## config.mk

```make
export PLATFORM = sky130hd
export DESIGN_NAME = pwm_capture
export DESIGN_NICKNAME = d
export VERILOG_FILES = /design/src/rtl/pwm_pkg.sv /design/src/rtl/pwm_input_conditioner.sv /design/src/rtl/pwm_capture.sv
export SDC_FILE = /design/constraint.sdc
export NUM_CORES = 1
export LEC_CHECK = 0
export CAP_MARGIN = 0
export CORE_ASPECT_RATIO = 1.5
export CORE_MARGIN = 2
export CORE_UTILIZATION = 60
export CTS_BUF_LIST = sky130_fd_sc_hd__clkbuf_16
export DETAILED_ROUTE_END_ITERATION = 8
export DONT_BUFFER_PORTS = 1
export GPL_TIMING_DRIVEN = 0
export PLACE_DENSITY_LB_ADDON = 0.12
export SLEW_MARGIN = 40
export SYNTH_ARGS = -nofsm -noshare
export SYNTH_HDL_FRONTEND = slang
export SYNTH_SLANG_ARGS = --single-unit
```

## constraint.sdc

```tcl
create_clock -name i_clk -period 2.6 [get_ports i_clk]
set_input_delay 0.52 -clock i_clk [delete_from_list [all_inputs] [get_ports i_clk]]
set_output_delay 0.52 -clock i_clk [all_outputs]
set_load 0.005 [all_outputs]
```

## src/rtl/pwm_pkg.sv

```systemverilog
// Shared definitions for the PWM blocks (capture side and generator side).
//   pwm_state_e    : capture FSM state encodings
//   meas_width()   : bit width of a measurement for a given duty resolution
//   timeout_count(): counter value at which a missing edge is declared
package pwm_pkg;

    typedef enum logic [1:0] {
        ST_ARM  = 2'd0,  // waiting for a clean low level
        ST_WAIT = 2'd1,  // low level seen, waiting for the first rise
        ST_HIGH = 2'd2,  // timing the high phase
        ST_LOW  = 2'd3   // timing the low phase
    } pwm_state_e;

    // One extra bit so a full 2^res period is representable.
    function automatic int unsigned meas_width(input int unsigned res);
        return res + 1;
    endfunction

    // All-ones value of a measurement; reaching it without an edge is a timeout.
    function automatic int unsigned timeout_count(input int unsigned res);
        return (32'd1 << (res + 1)) - 32'd1;
    endfunction

endpackage

```

## src/rtl/pwm_input_conditioner.sv

```systemverilog
// Input conditioning for an asynchronous PWM line.
//   Synchronises i_pwm, optionally glitch-filters it (PWM_CAPTURE_FILTER_EN),
//   and produces single-cycle rise/fall strobes of the conditioned level.
// Ports:
//   i_clk    in   system clock
//   i_reset  in   synchronous active-high reset (all flops to 0)
//   i_pwm    in   asynchronous PWM input
//   o_level  out  conditioned level s
//   o_rise   out  s & ~s_prev
//   o_fall   out  ~s & s_prev
// Parameters:
//   SYNC_STAGES    synchroniser depth, must be >= 2
//   FILTER_CYCLES  stability length (present only with PWM_CAPTURE_FILTER_EN)
module pwm_input_conditioner #(
    parameter int SYNC_STAGES = 2
`ifdef PWM_CAPTURE_FILTER_EN
    ,
    parameter int FILTER_CYCLES = 3
`endif
) (
    input  logic i_clk,
    input  logic i_reset,
    input  logic i_pwm,
    output logic o_level,
    output logic o_rise,
    output logic o_fall
);

    logic [SYNC_STAGES-1:0] sync_q;
    logic                   sync_lvl;
    logic                   level;
    logic                   prev_q;

    always_ff @(posedge i_clk) begin
        if (i_reset) begin
            sync_q <= '0;
        end else begin
            sync_q <= {sync_q[SYNC_STAGES-2:0], i_pwm};
        end
    end

    assign sync_lvl = sync_q[SYNC_STAGES-1];

`ifdef PWM_CAPTURE_FILTER_EN
    localparam int CNT_W = (FILTER_CYCLES > 1) ? $clog2(FILTER_CYCLES) : 1;

    logic             filt_q;
    logic [CNT_W-1:0] cnt_q;

    // The filtered level flips only after FILTER_CYCLES consecutive samples
    // that differ from it; any sample agreeing with it restarts the count.
    // Both edges see the same delay, so edge-to-edge timing is preserved.
    always_ff @(posedge i_clk) begin
        if (i_reset) begin
            filt_q <= 1'b0;
            cnt_q  <= '0;
        end else if (sync_lvl != filt_q) begin
            if (cnt_q == CNT_W'(FILTER_CYCLES - 1)) begin
                filt_q <= sync_lvl;
                cnt_q  <= '0;
            end else begin
                cnt_q <= cnt_q + CNT_W'(1);
            end
        end else begin
            cnt_q <= '0;
        end
    end

    assign level = filt_q;
`else
    assign level = sync_lvl;
`endif

    always_ff @(posedge i_clk) begin
        if (i_reset) begin
            prev_q <= 1'b0;
        end else begin
            prev_q <= level;
        end
    end

    assign o_level = level;
    assign o_rise  = level & ~prev_q;
    assign o_fall  = ~level & prev_q;

endmodule

```

## src/rtl/pwm_capture.sv

```systemverilog
// PWM decoder: measures high time and rise-to-rise period of an external
// PWM signal, one result per period, with a timeout for a stuck input.
// Optional glitch filter: define PWM_CAPTURE_FILTER_EN.
// Ports:
//   i_clk           in   system clock
//   i_reset         in   synchronous active-high reset
//   i_pwm           in   asynchronous PWM input
//   o_valid         out  1-cycle strobe, new result on the count/timeout outputs
//   o_high_count    out  high cycles of the last completed period
//   o_period_count  out  rise-to-rise cycles of the last completed period
//   o_timeout       out  last result was a timeout; held until next o_valid
//   o_level         out  conditioned input level
module pwm_capture
    import pwm_pkg::*;
#(
    parameter int RESOLUTION    = 8,
    parameter int SYNC_STAGES   = 2,
    parameter int FILTER_CYCLES = 3
) (
    input  logic                                i_clk,
    input  logic                                i_reset,
    input  logic                                i_pwm,
    output logic                                o_valid,
    output logic [meas_width(RESOLUTION)-1:0]   o_high_count,
    output logic [meas_width(RESOLUTION)-1:0]   o_period_count,
    output logic                                o_timeout,
    output logic                                o_level
);

    localparam int            MW          = meas_width(RESOLUTION);
    localparam logic [MW-1:0] TIMEOUT_CNT = MW'(timeout_count(RESOLUTION));
    // After reset the conditioning flops read 0 regardless of the pin, so a
    // low level is only trusted once it has outlasted that pipeline. This
    // keeps a pin that is high at reset release from producing a false rise.
    localparam logic [7:0]    SETTLE_CNT  = 8'(SYNC_STAGES + FILTER_CYCLES);

    logic level, rise, fall;

    pwm_input_conditioner #(
        .SYNC_STAGES(SYNC_STAGES)
`ifdef PWM_CAPTURE_FILTER_EN
        ,
        .FILTER_CYCLES(FILTER_CYCLES)
`endif
    ) u_cond (
        .i_clk  (i_clk),
        .i_reset(i_reset),
        .i_pwm  (i_pwm),
        .o_level(level),
        .o_rise (rise),
        .o_fall (fall)
    );

    pwm_state_e    state_q, state_d;
    logic [MW-1:0] period_q, period_d;
    logic [MW-1:0] high_q, high_d;
    logic [7:0]    settle_q, settle_d;
    logic          valid_q, valid_d;
    logic [MW-1:0] hout_q, hout_d;
    logic [MW-1:0] pout_q, pout_d;
    logic          tout_q, tout_d;

    always_ff @(posedge i_clk) begin
        if (i_reset) begin
            state_q  <= ST_ARM;
            period_q <= '0;
            high_q   <= '0;
            settle_q <= '0;
            valid_q  <= 1'b0;
            hout_q   <= '0;
            pout_q   <= '0;
            tout_q   <= 1'b0;
        end else begin
            state_q  <= state_d;
            period_q <= period_d;
            high_q   <= high_d;
            settle_q <= settle_d;
            valid_q  <= valid_d;
            hout_q   <= hout_d;
            pout_q   <= pout_d;
            tout_q   <= tout_d;
        end
    end

    always_comb begin
        state_d  = state_q;
        period_d = period_q;
        high_d   = high_q;
        settle_d = settle_q;
        valid_d  = 1'b0;
        hout_d   = hout_q;
        pout_d   = pout_q;
        tout_d   = tout_q;

        unique case (state_q)
            ST_ARM: begin
                if (level) begin
                    settle_d = '0;
                end else if (settle_q == SETTLE_CNT) begin
                    settle_d = '0;
                    state_d  = ST_WAIT;
                end else begin
                    settle_d = settle_q + 8'd1;
                end
            end
            ST_WAIT: begin
                if (rise) begin
                    period_d = MW'(1);
                    high_d   = MW'(1);
                    state_d  = ST_HIGH;
                end
            end
            ST_HIGH, ST_LOW: begin
                // A rise only ever occurs in LOW; it beats the timeout check.
                if (rise) begin
                    valid_d  = 1'b1;
                    pout_d   = period_q;
                    hout_d   = high_q;
                    tout_d   = 1'b0;
                    period_d = MW'(1);
                    high_d   = MW'(1);
                    state_d  = ST_HIGH;
                end else if (period_q == TIMEOUT_CNT) begin
                    // Checked before incrementing, so counters never wrap.
                    // Leaving HIGH/LOW guarantees a single timeout result.
                    valid_d  = 1'b1;
                    pout_d   = '1;
                    hout_d   = level ? '1 : high_q;
                    tout_d   = 1'b1;
                    period_d = '0;
                    high_d   = '0;
                    settle_d = '0;
                    state_d  = level ? ST_ARM : ST_WAIT;
                end else if (state_q == ST_HIGH) begin
                    period_d = period_q + MW'(1);
                    if (fall) begin
                        state_d = ST_LOW;
                    end else begin
                        high_d = high_q + MW'(1);
                    end
                end else begin
                    period_d = period_q + MW'(1);
                end
            end
            default: state_d = ST_ARM;
        endcase
    end

    assign o_valid        = valid_q;
    assign o_high_count   = hout_q;
    assign o_period_count = pout_q;
    assign o_timeout      = tout_q;
    assign o_level        = level;

endmodule
```

==> out/qor.yml, run 1 <==
grt_max_degree: 16
ys_seq_elements: 51
synthesis.nets: 288
period_minus_slack_ps: 2480
synth_edf_count: 0
wl_per_cell_um: 15.2
max_clock_freq_mhz: 404
seqPwrFrac_pct: 50.6
synth_cell_type_count: 48
grt_pass1_vias: 1829
syn_to_final_growth_pct: 11.6
endpoint_kind: "flip-flop"
routed_wl_um: 4980
worstMarginPinSlew_ps: 567
core.rowCount: 27
drtAntennaViolNets: 0
min_period_over_period_pct: 95.2
start_util_pct: 63.1
slew_headroom_pct: 62.2
cts_tree: "done"
hpwl_um: 3420
synth_top_flop_cell: "dfxtp_1"
p_switching_uw: 321
crit_required_ps: 2820
die_h_um: 80.2
ioPinCount: 24
dr.pass1.iters: 4
multi_input_area_um2: 1250
coreArea_um2: 3680
finalHoldViolCount: 0
root_buffer: "clkbuf_16"
grt_usage_pct: 24.7
critical_path_class: "flip-flop to flip-flop"
die-area_um2: 4400
clkTransAtPathRegs_ps: 60
antenna_cells: 0
p_int_mw: 1.25
vias: 1970
combinationalPowerShare_pct: 3.5
clockPowerShare_pct: 45.9
synth_warnings: 0
grt-ovfl-total: 0
post-place-ws_ps: -211
drc: 0
max_cap_viol_count: 0
clock_latency_ps: 290
netlist_instances: 277
startpoint_type: "flip-flop"
postCtsHoldBufs: 0
ff_latch_area_um2: 1030
io_buffers: 0
grt_pass1_wl_um: 8090
ys_async_sr_fraction_pct: 0
cts_made_buffers: 5
crit_fanout: 7
finalMaxSlewViolations: 0
die_x_um: 54.8
setup_violations: 0
cts_buffer_depth: 2
nets: 296
hold_path.class: "input port to flip-flop"
swShare_pct: 20.4
tns_ps: 0
yosysSeqAreaShare_pct: 43.9
skew_ps: 5.83
drive_gt1_share_pct: 10.2
htreeDepth: 2
status: "completed"
rsz0062_at_grt: "true"
synth_area_per_cell_um2: 8.39
clkSinkCount: 51
fillers: 302
gp_congestion: 0.873
p_per_area_nw_per_um2: 608
postLayoutSetupSlackWorst_ps: 124
ir_drop_mv: 0.474
routed_via_density: 6.01
cp.arrival_ps: 2690
p_leak_nw: 0.965
drt_iter0_markers: 62
antenna_found_initial: 0
syn_area_um2: 2320
layout make-up:
type	instances	area share (%)
inverter	6	0.868
buffer	14	2.94
tap	43	2.07
multi-input combinational	207	48.3
sequential	51	39.6
clock inverter	2	1.45
clock buffer	5	4.82
flip-flops by register name, summed over array words and instances (netlist names):
signal          count
o_valid             1
period_q            9
o_period_count      9
settle_q            8
o_high_count        9
u_cond.prev_q       1
o_timeout           1
state_q             2
u_cond.sync_q       2
high_q              9
cell usage after synthesis, types with 3 or more instances:
cell type | instances | area [µm²]
nand2_1 | 9 | 33.8
and3_1 | 4 | 25.0
nand3_1 | 11 | 55.1
nor2b_1 | 5 | 31.3
nor3b_1 | 4 | 30.0
or4_1 | 4 | 30.0
ha_1 | 8 | 100
nand4_1 | 4 | 25.0
dfxtp_1 | 51 | 1020
o21ai_0 | 12 | 60.1
a21oi_1 | 20 | 100
nor3_1 | 21 | 105
o211ai_1 | 3 | 22.5
nor2_1 | 55 | 206
inv_1 | 6 | 22.5
xor2_1 | 5 | 43.8
buf_2 | 4 | 20.0
o31ai_1 | 4 | 30.0
clkbuf_1 | 7 | 26.3
layer usage:
| metal | part of all wire (%) | vias to the layer above | track usage, % |
|---|---|---|---|
| met5 | 0 | - | 0 |
| met4 | 1.5 | 0 | 9.75 |
| met3 | 3.3 | 7 | 4.65 |
| met2 | 53 | 36 | 43.5 |
| met1 | 42 | 922 | 27.7 |
| li1 | - | 1005 | - |
cell usage in the layout (no fill, tap or decap), types with 4 or more instances in the layout:
| cell | synthesis | routed |
|---|---|---|
| dfxtp_1 | 51 | 49 |
| and3_1 | 4 | 4 |
| inv_1 | 6 | 6 |
| nor2_1 | 55 | 55 |
| o21ai_0 | 12 | 12 |
| clkbuf_1 | 7 | 5 |
| nand4_1 | 4 | 4 |
| clkbuf_16 | 0 | 5 |
| a21oi_1 | 20 | 20 |
| or4_1 | 4 | 4 |
| ha_1 | 8 | 6 |
| nand3_1 | 11 | 11 |
| o31ai_1 | 4 | 4 |
| nor3_1 | 21 | 20 |
| xor2_1 | 5 | 5 |
| nand2_1 | 9 | 9 |
| nor2b_1 | 5 | 5 |
what timing repair did:
item / in CTS / in global routing
resized for setup: 5 / 10
endpoints found under the setup margin: 27 / 23
buffers inserted: 0 / 0
hold endpoints to repair: 0 / 0
gates cloned: 0 / 1
path summary, 6_finish.rpt:
kind | start | to | slack [ps] | cells after the start
hold / removal | i_pwm | u_cond.sync_q[0] | 360 | 1
setup / recovery | period_q[0] | settle_q[7] | 120 | 10
setup reg to reg | period_q[0] | settle_q[7] | 120 | 10
hold reg to reg | u_cond.sync_q[0] | u_cond.sync_q[1] | 460 | 1
worst max-delay path, cell delays in order, from the launching register on:
cell	delay, ps
dfxtp_4	380
ha_2	180
and3_1	180
and3_1	200
and3_1	200
ha_2	220
and3b_1	150
buf_2	160
nor2_1	90
or4_1	500
a21oi_1	150
power groups by stage:
stage / Clock (mW) / Combinational, mW / Sequential [mW]
floorplan: 0 / 0.0404 / 0.814
global placement: 0 / 0.0507 / 0.816
detailed placement: 0 / 0.0519 / 0.817
CTS: 0.721 / 0.0532 / 0.799
global route: 0.743 / 0.0619 / 0.799
finish: 0.724 / 0.0547 / 0.798
kinds of logic after synthesis:
| logic type | count (synthesis) | synth area share (%) |
|---|---|---|
| AOI/OAI and AO/OA | 58 | 15.8 |
| buffers and inverters | 20 | 3.93 |
| DFF | 51 | 43.9 |
| xor gates and xnor gates | 7 | 2.64 |
| adders and majority gates | 8 | 4.31 |
| and+or+nand+nor | 133 | 29.4 |
metrics by stage:
step           instance area, µm²  hold WS (ps)  power (mW)  util, %  instances
2_1_floorplan                2320           414       0.854        -        277
5_1_grt                      2590           391        1.60     70.4        328
6_report                     2590           361        1.58     70.4        328
3_3_place_gp                 2380           416       0.867     64.6        320
4_1_cts                      2560           365        1.57     69.5        327
3_5_place_dp                 2380           450       0.869     64.6        320
No activity file was read; power rests on OpenSTA's default activity.
==> run 2: changes to the inputs <==
--- a/config.mk
+++ b/config.mk
@@ -5,14 +5,12 @@
 export SDC_FILE = /design/constraint.sdc
 export NUM_CORES = 1
 export LEC_CHECK = 0
-export CAP_MARGIN = 0
 export CORE_ASPECT_RATIO = 1.5
 export CORE_MARGIN = 2
 export CORE_UTILIZATION = 60
 export CTS_BUF_LIST = sky130_fd_sc_hd__clkbuf_16
 export DETAILED_ROUTE_END_ITERATION = 8
 export DONT_BUFFER_PORTS = 1
-export GPL_TIMING_DRIVEN = 0
 export PLACE_DENSITY_LB_ADDON = 0.12
 export SLEW_MARGIN = 40
 export SYNTH_ARGS = -nofsm -noshare
==> run 2 against run 1 <==
Effect of this change: wire length fell by 2.4%; sequential power up 0.5%; critical path depth decreased by 1; clock skew is 0.72 ps higher; setup slack better by 35 ps; combinational power is 29% lower; fmax grew 1.4%; via count rose by 1.9%; sequential cell count did not move; register-to-register slack improved by 30 ps.
==> out/qor.yml, run 2 (synthesis gave the netlist of run 1 again) <==
p_leak_nw: 0.967  # was 0.965 nW
vias: 2007  # was 1970
clkTransAtPathRegs_ps: 60  # about the same
hold_path.class: "input port to flip-flop"  # unchanged
hpwl_um: 3220  # was 3420 µm
place_inst: 314  # was 320
wl_met2_um: 2490  # was 2640 µm
max_cap_viol_count: 0  # unchanged
drtAntennaViolNets: 0  # unchanged
clock_latency_ps: 290  # about the same
min_period_over_period_pct: 93.9  # was 95.2%
die_h_um: 80.2  # unchanged
clkSinkCount: 51  # unchanged
ir_drop_mv: 0.540  # was 0.474 mV
skew_ps: 6.54  # was 5.83 ps
ioPinCount: 24  # unchanged
die_x_um: 54.8  # unchanged
period_minus_slack_ps: 2440  # was 2480 ps
crit_required_ps: 2820  # about the same
syn_to_final_growth_pct: 11.1  # was 11.6%
nets: 292  # was 296
wl_per_cell_um: 15.0  # was 15.2 µm
cts_tree: "done"  # unchanged
status: "completed"  # unchanged
die-area_um2: 4400  # unchanged
cts_buffer_depth: 2  # unchanged
setup_violations: 0  # unchanged
r2r_cells: 9  # was 10
ff_latch_area_um2: 1020  # was 1030 µm²
coreArea_um2: 3680  # unchanged
layout_commonest_cell: "nor2_1"  # unchanged
endpoint_kind: "flip-flop"  # unchanged
multi_input_area_um2: 1230  # was 1250 µm²
htreeDepth: 2  # unchanged
tns_ps: 0  # unchanged
crit_fanout: 9  # was 7
dr.pass1.iters: 4  # unchanged
antenna_cells: 0  # unchanged
finalMaxSlewViolations: 0  # unchanged
worstMarginPinSlew_ps: 682  # was 567 ps
antenna_found_initial: 0  # unchanged
wl_met1_um: 2110  # was 2100 µm
cp.arrival_ps: 2660  # was 2690 ps
core.rowCount: 27  # unchanged
routed_wl_um: 4860  # was 4980 µm
start_util_pct: 63.1  # unchanged
drive_gt1_share_pct: 9.93  # was 10.2%
startpoint_type: "flip-flop"  # unchanged
root_buffer: "clkbuf_16"  # unchanged
routed_via_density: 6.18  # was 6.01
fillers: 311  # was 302
grt_pass1_wl_um: 8020  # was 8090 µm
grt_max_degree: 41  # was 16
grt_usage_pct: 24.4  # was 24.7%
slew_headroom_pct: 54.4  # was 62.2%
routed.top_layer: "met4"  # unchanged
grt_pass1_vias: 1835  # was 1829
max_clock_freq_mhz: 410  # was 404 MHz
io_buffers: 0  # unchanged
cts_made_buffers: 5  # unchanged
p_per_area_nw_per_um2: 610  # was 608 nW/µm²
gp_congestion: 0.792  # was 0.873
finalHoldViolCount: 0  # unchanged
hold_depth: 1  # unchanged
fin_cells: 325  # was 328
drt_iter0_markers: 60  # was 62
critical_path_class: "flip-flop to flip-flop"  # unchanged
wl_met3_um: 146  # was 162 µm
drc: 0  # unchanged
grt-ovfl-total: 0  # unchanged
mostFrequentLayoutCells: "nor2_1 (55), dfxtp_1 (50), nor3_1 (21), a21oi_1 (20), o21ai_0 (12)"  # was nor2_1 (55), dfxtp_1 (49), a21oi_1 (20), nor3_1 (20), o21ai_0 (12)
==> run 2: metrics by stage <==
step / area (µm²) / utilization (%) / power (mW) / hold slack (ps) / setup WS (ps)
floorplan: 2320 / - / 0.854 / 414 / 297
global placement: 2370 / 64.4 / 0.856 / 420 / 137
detailed placement: 2370 / 64.4 / 0.858 / 423 / 55.5
CTS: 2540 / 68.9 / 1.58 / 293 / 14.8
global route: 2580 / 70.2 / 1.62 / 286 / -10.1
finish: 2580 / 70.2 / 1.58 / 293 / 159
==> run 2: critical path, stage by stage, from the launching register on <==
cell	delay (ps)
dfxtp_1	380
ha_1	190
and3_1	180
and3_1	220
and3_4	220
ha_2	180
nand3b_1	170
nand4_4	170
or4_1	520
a21oi_1	140
==> run 2: final cells by class <==
cell class | count | area share, %
Clock buffer | 5 | 4.84
Sequential cell | 51 | 39.6
Inverter | 6 | 0.872
Multi-Input combinational cell | 206 | 47.8
Clock inverter | 3 | 1.65
Timing Repair Buffer | 11 | 3.20
Tap cell | 43 | 2.08
==> run 2: metal layers <==
layer  vias to the layer above  global-route usage [%]
li1                        999                       -
met1                       950                    28.0
met2                        47                    43.0
met3                        11                    3.35
met4                         0                    10.3
met5                         -                       0
==> run 2: where the power goes <==
| part | switching [mW] | internal [mW] |
|---|---|---|
| Combinational | 0.0216 | 0.0175 |
| Clock | 0.282 | 0.454 |
| Sequential | 0.0126 | 0.789 |
==> run 2: timing repair <==
item / CTS / global route
buffers inserted: 0 / 3
gates resized for setup: 0 / 6
hold buffers: 0 / 0
endpoints found under the setup margin: 0 / 15
==> run 2: path summary, 6_finish.rpt <==
| path | to | slack (ps) | startpoint |
|---|---|---|---|
| setup / recovery | high_q[8] | 160 | period_q[1] |
| hold reg to reg | u_cond.sync_q[1] | 440 | u_cond.sync_q[0] |
| hold / removal | period_q[0] | 290 | i_reset |
| setup reg to reg | high_q[8] | 160 | period_q[1] |
